### src/rtl/key_debounce.sv
// Multi-channel key debouncer: 2-flop synchroniser, per-channel stability counter, registered press/release pulses.
// Optional auto-repeat of press pulses while held: define KEY_DEBOUNCE_REPEAT_EN. The release pulse port is `rel` (`release` is a reserved word).
module key_debounce #(
   parameter int N         = 8,
   parameter int STABLE    = 10,
   parameter int REP_DELAY = 25,
   parameter int REP_RATE  = 5
) (
   input  logic         clk,
   input  logic         reset,
   input  logic         tick,
   input  logic [N-1:0] raw,
   output logic [N-1:0] level,
   output logic [N-1:0] press,
   output logic [N-1:0] rel,
   output logic         changed
);
   localparam int CW = $clog2(STABLE + 1);
   localparam logic [CW-1:0] CNT_LAST = CW'(STABLE - 1);

   if (STABLE < 1 || STABLE > 255) begin : g_bad_stable
      $error("key_debounce: STABLE must be in 1..255");
   end
   if (REP_RATE < 1 || REP_DELAY < REP_RATE) begin : g_bad_rep
      $error("key_debounce: need 1 <= REP_RATE <= REP_DELAY");
   end

   logic [N-1:0]         sync_a, sync_b;
   logic [N-1:0][CW-1:0] cnt, cnt_nxt;
   logic [N-1:0]         level_nxt, level_d, accept, rep_hit;
   logic [N-1:0]         rise, fall;

   always_comb begin
      cnt_nxt   = cnt;
      level_nxt = level;
      accept    = '0;
      for (int i = 0; i < N; i++) begin
         if (sync_b[i] == level[i]) begin
            cnt_nxt[i] = '0;
         end else if (tick) begin
            if (cnt[i] == CNT_LAST) begin
               level_nxt[i] = sync_b[i];
               cnt_nxt[i]   = '0;
               accept[i]    = 1'b1;
            end else begin
               cnt_nxt[i] = cnt[i] + CW'(1);
            end
         end
      end
   end

`ifdef KEY_DEBOUNCE_REPEAT_EN
   localparam int RMAX = (REP_DELAY > REP_RATE) ? REP_DELAY : REP_RATE;
   localparam int RW   = $clog2(RMAX + 1);
   localparam logic [RW-1:0] REP_LAST   = RW'(REP_DELAY - 1);
   localparam logic [RW-1:0] REP_RELOAD = RW'(REP_DELAY - REP_RATE);

   logic [N-1:0][RW-1:0] rcnt, rcnt_nxt;

   // Any acceptance (press or release) restarts the count; a release edge never repeats.
   always_comb begin
      rcnt_nxt = rcnt;
      rep_hit  = '0;
      for (int i = 0; i < N; i++) begin
         if (!level[i] || accept[i]) begin
            rcnt_nxt[i] = '0;
         end else if (tick) begin
            if (rcnt[i] == REP_LAST) begin
               rep_hit[i]  = 1'b1;
               rcnt_nxt[i] = REP_RELOAD;
            end else begin
               rcnt_nxt[i] = rcnt[i] + RW'(1);
            end
         end
      end
   end

   always_ff @(posedge clk or negedge reset) begin
      if (!reset) begin
         rcnt <= '0;
      end else begin
         rcnt <= rcnt_nxt;
      end
   end
`else
   assign rep_hit = '0;
`endif

   assign rise = level & ~level_d;
   assign fall = ~level & level_d;

   always_ff @(posedge clk or negedge reset) begin
      if (!reset) begin
         sync_a  <= '0;
         sync_b  <= '0;
         cnt     <= '0;
         level   <= '0;
         level_d <= '0;
         press   <= '0;
         rel     <= '0;
         changed <= 1'b0;
      end else begin
         sync_a  <= raw;
         sync_b  <= sync_a;
         cnt     <= cnt_nxt;
         level   <= level_nxt;
         level_d <= level;
         press   <= rise | rep_hit;
         rel     <= fall;
         changed <= |(rise | rep_hit | fall);
      end
   end
endmodule

### config.mk
export PLATFORM = sky130hd
export DESIGN_NAME = key_debounce
export DESIGN_NICKNAME = d
export VERILOG_FILES = /design/src/rtl/key_debounce.sv
export SDC_FILE = /design/constraint.sdc
export NUM_CORES = 1
export LEC_CHECK = 0
export CORE_MARGIN = 4
export CORE_UTILIZATION = 41
export CTS_CLUSTER_SIZE = 14
export DETAILED_ROUTE_END_ITERATION = 8
export GPL_TIMING_DRIVEN = 0
export PLACE_DENSITY_LB_ADDON = 0.12
export SLEW_MARGIN = 20
export SYNTH_ARGS = -nofsm -noshare
export SYNTH_HDL_FRONTEND = slang
export SYNTH_SLANG_ARGS = --single-unit
### constraint.sdc
create_clock -name clk -period 1.8 [get_ports clk]
set_clock_uncertainty 0.2 [all_clocks]
set_input_delay 0.45 -clock clk [delete_from_list [all_inputs] [get_ports clk]]
set_output_delay 0.45 -clock clk [all_outputs]
set_load 0.02 [all_outputs]
* After elaboration in Yosys (flattened, before gate mapping)
Cells that the tools add are included.
Storage, ports and cells: bits in registers 81, input port bits 11, output and inout bits 25
Cells by class: $add $sub $neg 8, equality and inequality tests 16, mux-type cells 24, bitwise logic cells 13, reduce and logical (&&, ||, !) cells 17
Operators with widths (count):
- 2-to-1 mux 4 bit | 24
- adder 4 x 1 -> 4 bit, second input constant | 8
- == test 4 bit, second input constant | 8
- AND reduction 3 bit | 8
- AND 8 bit | 2
- inverter 8 bit | 2
- nonzero test 2 bit | 8
- == test 1 bit | 8
- inverter 1 bit | 8
- bitwise OR 8 bit | 1
- OR reduction 8 bit | 1

* Depth between registers and ports, before layout
Gate-level depths: netlist (run 1).
depth after elaboration 4, depth in mapped cells 5, gate-level depth less buffers 5

* Least setup slack after synthesis (run 1)
OpenSTA, ideal clock, no wires.
kind reg2reg, start point register level[1], end point register changed, data arrival time 1205 ps, required time 1473 ps, path slack 267 ps, stages on the path, launching flop included 5, path buffers 0, period minus slack after synthesis 1533 ps, path through dfrtp_1 > inv_1 > ha_1 > nand4_1 > or2_2
On the way: longest elaborated chain between the ends 4, elaborated cells on any way between the ends 5
RTL lines:
- start: declaration | line 13 | output logic [N-1:0] level,
- start signal: assignment | line 106 | level <= level_nxt;
- inverter 8 bit | line 90 | assign fall = ~level & level_d;
- AND 8 bit | line 90
- bitwise OR 8 bit (*) | line 110 | changed <= |(rise | rep_hit | fall);
- OR reduction 8 bit (*) | line 110
- end signal: assignment | line 110
- end: declaration | line 16 | output logic changed
Every way passes the cells marked *; elsewhere a longest branch is shown, timed or not. A chain may end at the register's enable or synchronous reset.

* Final worst setup path (run 1)
start point register level[1], end point output port level[1]
No word-level cell between the ends.

==> results of run 1 <==
[sequential cells by signal (all words and copies together) (netlist names)]
| name | flops |
|---|---|
| press | 8 |
| sync_a | 8 |
| level | 8 |
| rel | 8 |
| level_d | 8 |
| changed | 1 |
| cnt | 32 |
| sync_b | 8 |
[where the power goes]
group | switching (µW) | internal (µW)
clock network | 640 | 625
logic | 115 | 89.9
registers | 46.2 | 1870
[worst register-to-register path, delay by kind of cell, from the launching register on]
family	cells	cell delay [ns]
AND/OR/NAND/NOR	2	0.51
buffers and inverters	1	0.07
flip-flops	1	0.43
adder cells (fa/ha/maj)	1	0.29
[how the worst max path moves through the flow]
| stage | start | end | slack (ns) | cells after the start |
|---|---|---|---|---|
| 2_1_floorplan | level[1] | changed | 0.27 | 4 |
| 5_1_grt | level[1] | level[1] | 0.003 | 1 |
| 4_1_cts | level[2] | level[2] | 0.0002 | 1 |
| 3_3_place_gp | reset | sync_a[5] | -2.95 | 1 |
| 6_report | level[1] | level[1] | 0.06 | 1 |
| 3_5_place_dp | level[3] | level[3] | 0.06 | 1 |
[metrics by stage]
stage / hold WS, ns / setup TNS [ns] / setup WS, ns / area (µm²)
CTS: 0.1522 / 0 / 0.0001560 / 4198
floorplan: -0.04559 / 0 / 0.2673 / 3526
global route: 0.1590 / 0 / 0.002637 / 4180
global placement: 0.1313 / -238.51 / -2.951 / 3998
detailed placement: 0.1347 / 0 / 0.06262 / 4023
finish: 0.1499 / 0 / 0.05784 / 4180
[routing by layer]
metal | wire length [µm] | vias up
met2 | 2719 | 44
met5 | 0 | -
met4 | 108 | 0
met1 | 3046 | 1063
met3 | 280 | 9
li1 | - | 1128
[cells in the final DEF, fill, tap and decap left out, types with 3 or more instances in the layout]
| cell type | Yosys | final |
|---|---|---|
| a21oi_1 | 28 | 28 |
| clkdlybuf4s50_1 | 0 | 8 |
| nand2b_1 | 12 | 12 |
| clkdlybuf4s15_2 | 0 | 3 |
| and4b_1 | 14 | 14 |
| inv_1 | 22 | 22 |
| clkbuf_8 | 0 | 9 |
| xnor2_1 | 10 | 10 |
| nor2_1 | 4 | 4 |
| nand3b_1 | 18 | 18 |
| clkbuf_2 | 1 | 5 |
| nor2b_1 | 4 | 4 |
| ha_1 | 28 | 28 |
| nand2_1 | 28 | 28 |
| a211o_1 | 6 | 6 |
| o21ai_0 | 22 | 22 |
| buf_2 | 3 | 3 |
| a21boi_0 | 6 | 6 |
| dfrtp_1 | 81 | 79 |
| dlygate4sd2_1 | 0 | 17 |
[cells by family (layout without fill, tap and decap cells)]
| group | count (synthesis) | in the layout | share of synthesized area, % |
|---|---|---|---|
| flops | 81 | 81 | 57.49 |
| xor+xnor | 12 | 12 | 2.981 |
| fa+ha+maj | 28 | 28 | 9.936 |
| mux | 2 | 2 | 0.6387 |
| buf+inv | 28 | 78 | 3.442 |
| compound gates | 62 | 62 | 9.865 |
| simple gates | 89 | 89 | 15.65 |
[final cells by class]
| cell class | instances | area share, % |
|---|---|---|
| Tap cell | 105 | 3.143 |
| Buffer | 6 | 0.9279 |
| Multi-Input combinational cell | 193 | 32.95 |
| Clock buffer | 9 | 2.963 |
| Clock inverter | 5 | 1.407 |
| Sequential cell | 81 | 48.55 |
| Inverter | 22 | 1.975 |
| Timing Repair Buffer | 36 | 8.081 |
[timing repair]
action	CTS	global route
endpoints found under the setup margin	25	6
endpoints found under the hold margin	38	0
resized for setup	36	6
hold buffers	1	0
==> results.cfg, run 1 <==
[run_status]
status = finished, final reports clean

[job]
maxCapViolCount = 0

[global_route]
grt_usage_pct = 13.50
antenna_found_initial = 0
grt_pass1_wl_mm = 10.63
busiest_layer = met2
grt_start_max_net_pins = 44
first_global_vias = 2233
gr-total-overflow = 0
grtUsageMet2_pct = 20.20
met1_usage_pct = 18.44
use_met3_pct = 3.945

[power]
power_leakage_uw = 0.001996
power_density_nw_per_um2 = 808.7
ir_drop_uv = 500.0
power_uw = 3381

[sta]
period_share_pct = 96.79
post-route-min-period_ns = 1.742
final_hold_viol_count = 0
rsz0062_at_grt = no
finalSetupViolCount = 0
slew_viol_final = 0
maxSlewHeadroom_pct = 65.82
clock.fmax_mhz = 574.0
worst_pin_slew_ns = 0.5126

[placed_design]
hpwlAfterDp_mm = 4.087
dp_cells = 442
io_buffers = 34
gp_congestion = 0.7395

[clock_network]
htreeDepth = 3
cts_tree = yes
clk_latency_ns = 0.35
cts.sinks = 81
cts_setup_buffers = 0
clockBufferDepth = 2
cts_buffers = 9
clkTransAtPathRegs_ns = 0.07
cts-root-buf = clkbuf_8

[die]
rows = 33
die_w_um = 100.7
die-area_um2 = 10150
initial_utilization_pct = 42.48
die_y_um = 100.7
core_area_um2 = 8299
io_pins = 36

[worst_setup_path]
cp_slowest_cell = dfrtp_1
worstPathCellList = clkdlybuf4s15_1
reg2reg_to = changed
critical_path_class = flop to output port
ff2ff_setup_slack_ns = 0.18
rr_startpoint = level[7]
critical_path.max_fanout = 5
crit_family = flip-flops
cp.arrival_ns = 1.09
critPathMaxStageDelay_ns = 0.42
reg2reg_depth = 4
path_buf_inv = 1
critPathCaptureType = output port
critPathLaunchType = flop
required_ns = 1.15

[synthesis]
synth_area_um2 = 3526
syn-num-nets = 341
ys.flop_type = dfrtp_1
synth_area_leaders = dfrtp_1 57%, ha_1 9.9%, a21oi_1 4.0%
yosysTopAreaCellShare_pct = 57.49
ys_seq_area_share_pct = 57.49
synth_most_common_cell = dfrtp_1
synth_area_per_cell_um2 = 11.68
synth_seq_cells = 81
postSynthCellCount = 302
async_flop_share_pct = 100.0
synth_commonest_cells = 81 x dfrtp_1, 28 x a21oi_1, 28 x ha_1, 28 x nand2_1
synth_top_cell_by_area = dfrtp_1
synth-edff-count = 0
synthDistinctLibCells = 25
yosysWarnings = 0

[drt]
wl_per_cell_um = 13.47
via_count = 2244
drt_wl_total_mm = 6.155
ant_nets = 0
initialDrtViolationCount = 36
detail_route.vias_per_cell = 4.910
drc = 0
drtPass1Iterations = 4

[layout]
synthToLayoutAreaGrowth_pct = 18.56
fill_cells = 767
n_antenna_cell = 0
drive_above_1_share_pct = 9.659
nNetsFinal = 388
post-route-util_pct = 50.37
multi_input_area_um2 = 1378
regArea_um2 = 2029
post_layout_nonfiller_instances = 457

[hold_path]
hold_end = sync_b[2]
hold_class = flop to flop
holdPathStages = 0
hold_start = sync_a[2]
(Power assumes the default switching activity.)
==> inputs of run 2 (changes only) <==
--- a/config.mk
+++ b/config.mk
@@ -7,6 +7,7 @@
 export LEC_CHECK = 0
 export CORE_MARGIN = 4
 export CORE_UTILIZATION = 41
+export CTS_CLUSTER_DIAMETER = 100
 export CTS_CLUSTER_SIZE = 14
 export DETAILED_ROUTE_END_ITERATION = 8
 export GPL_TIMING_DRIVEN = 0
==> results of run 2 <==
The final DEF is identical to that of run 1; final timing and power are the same.
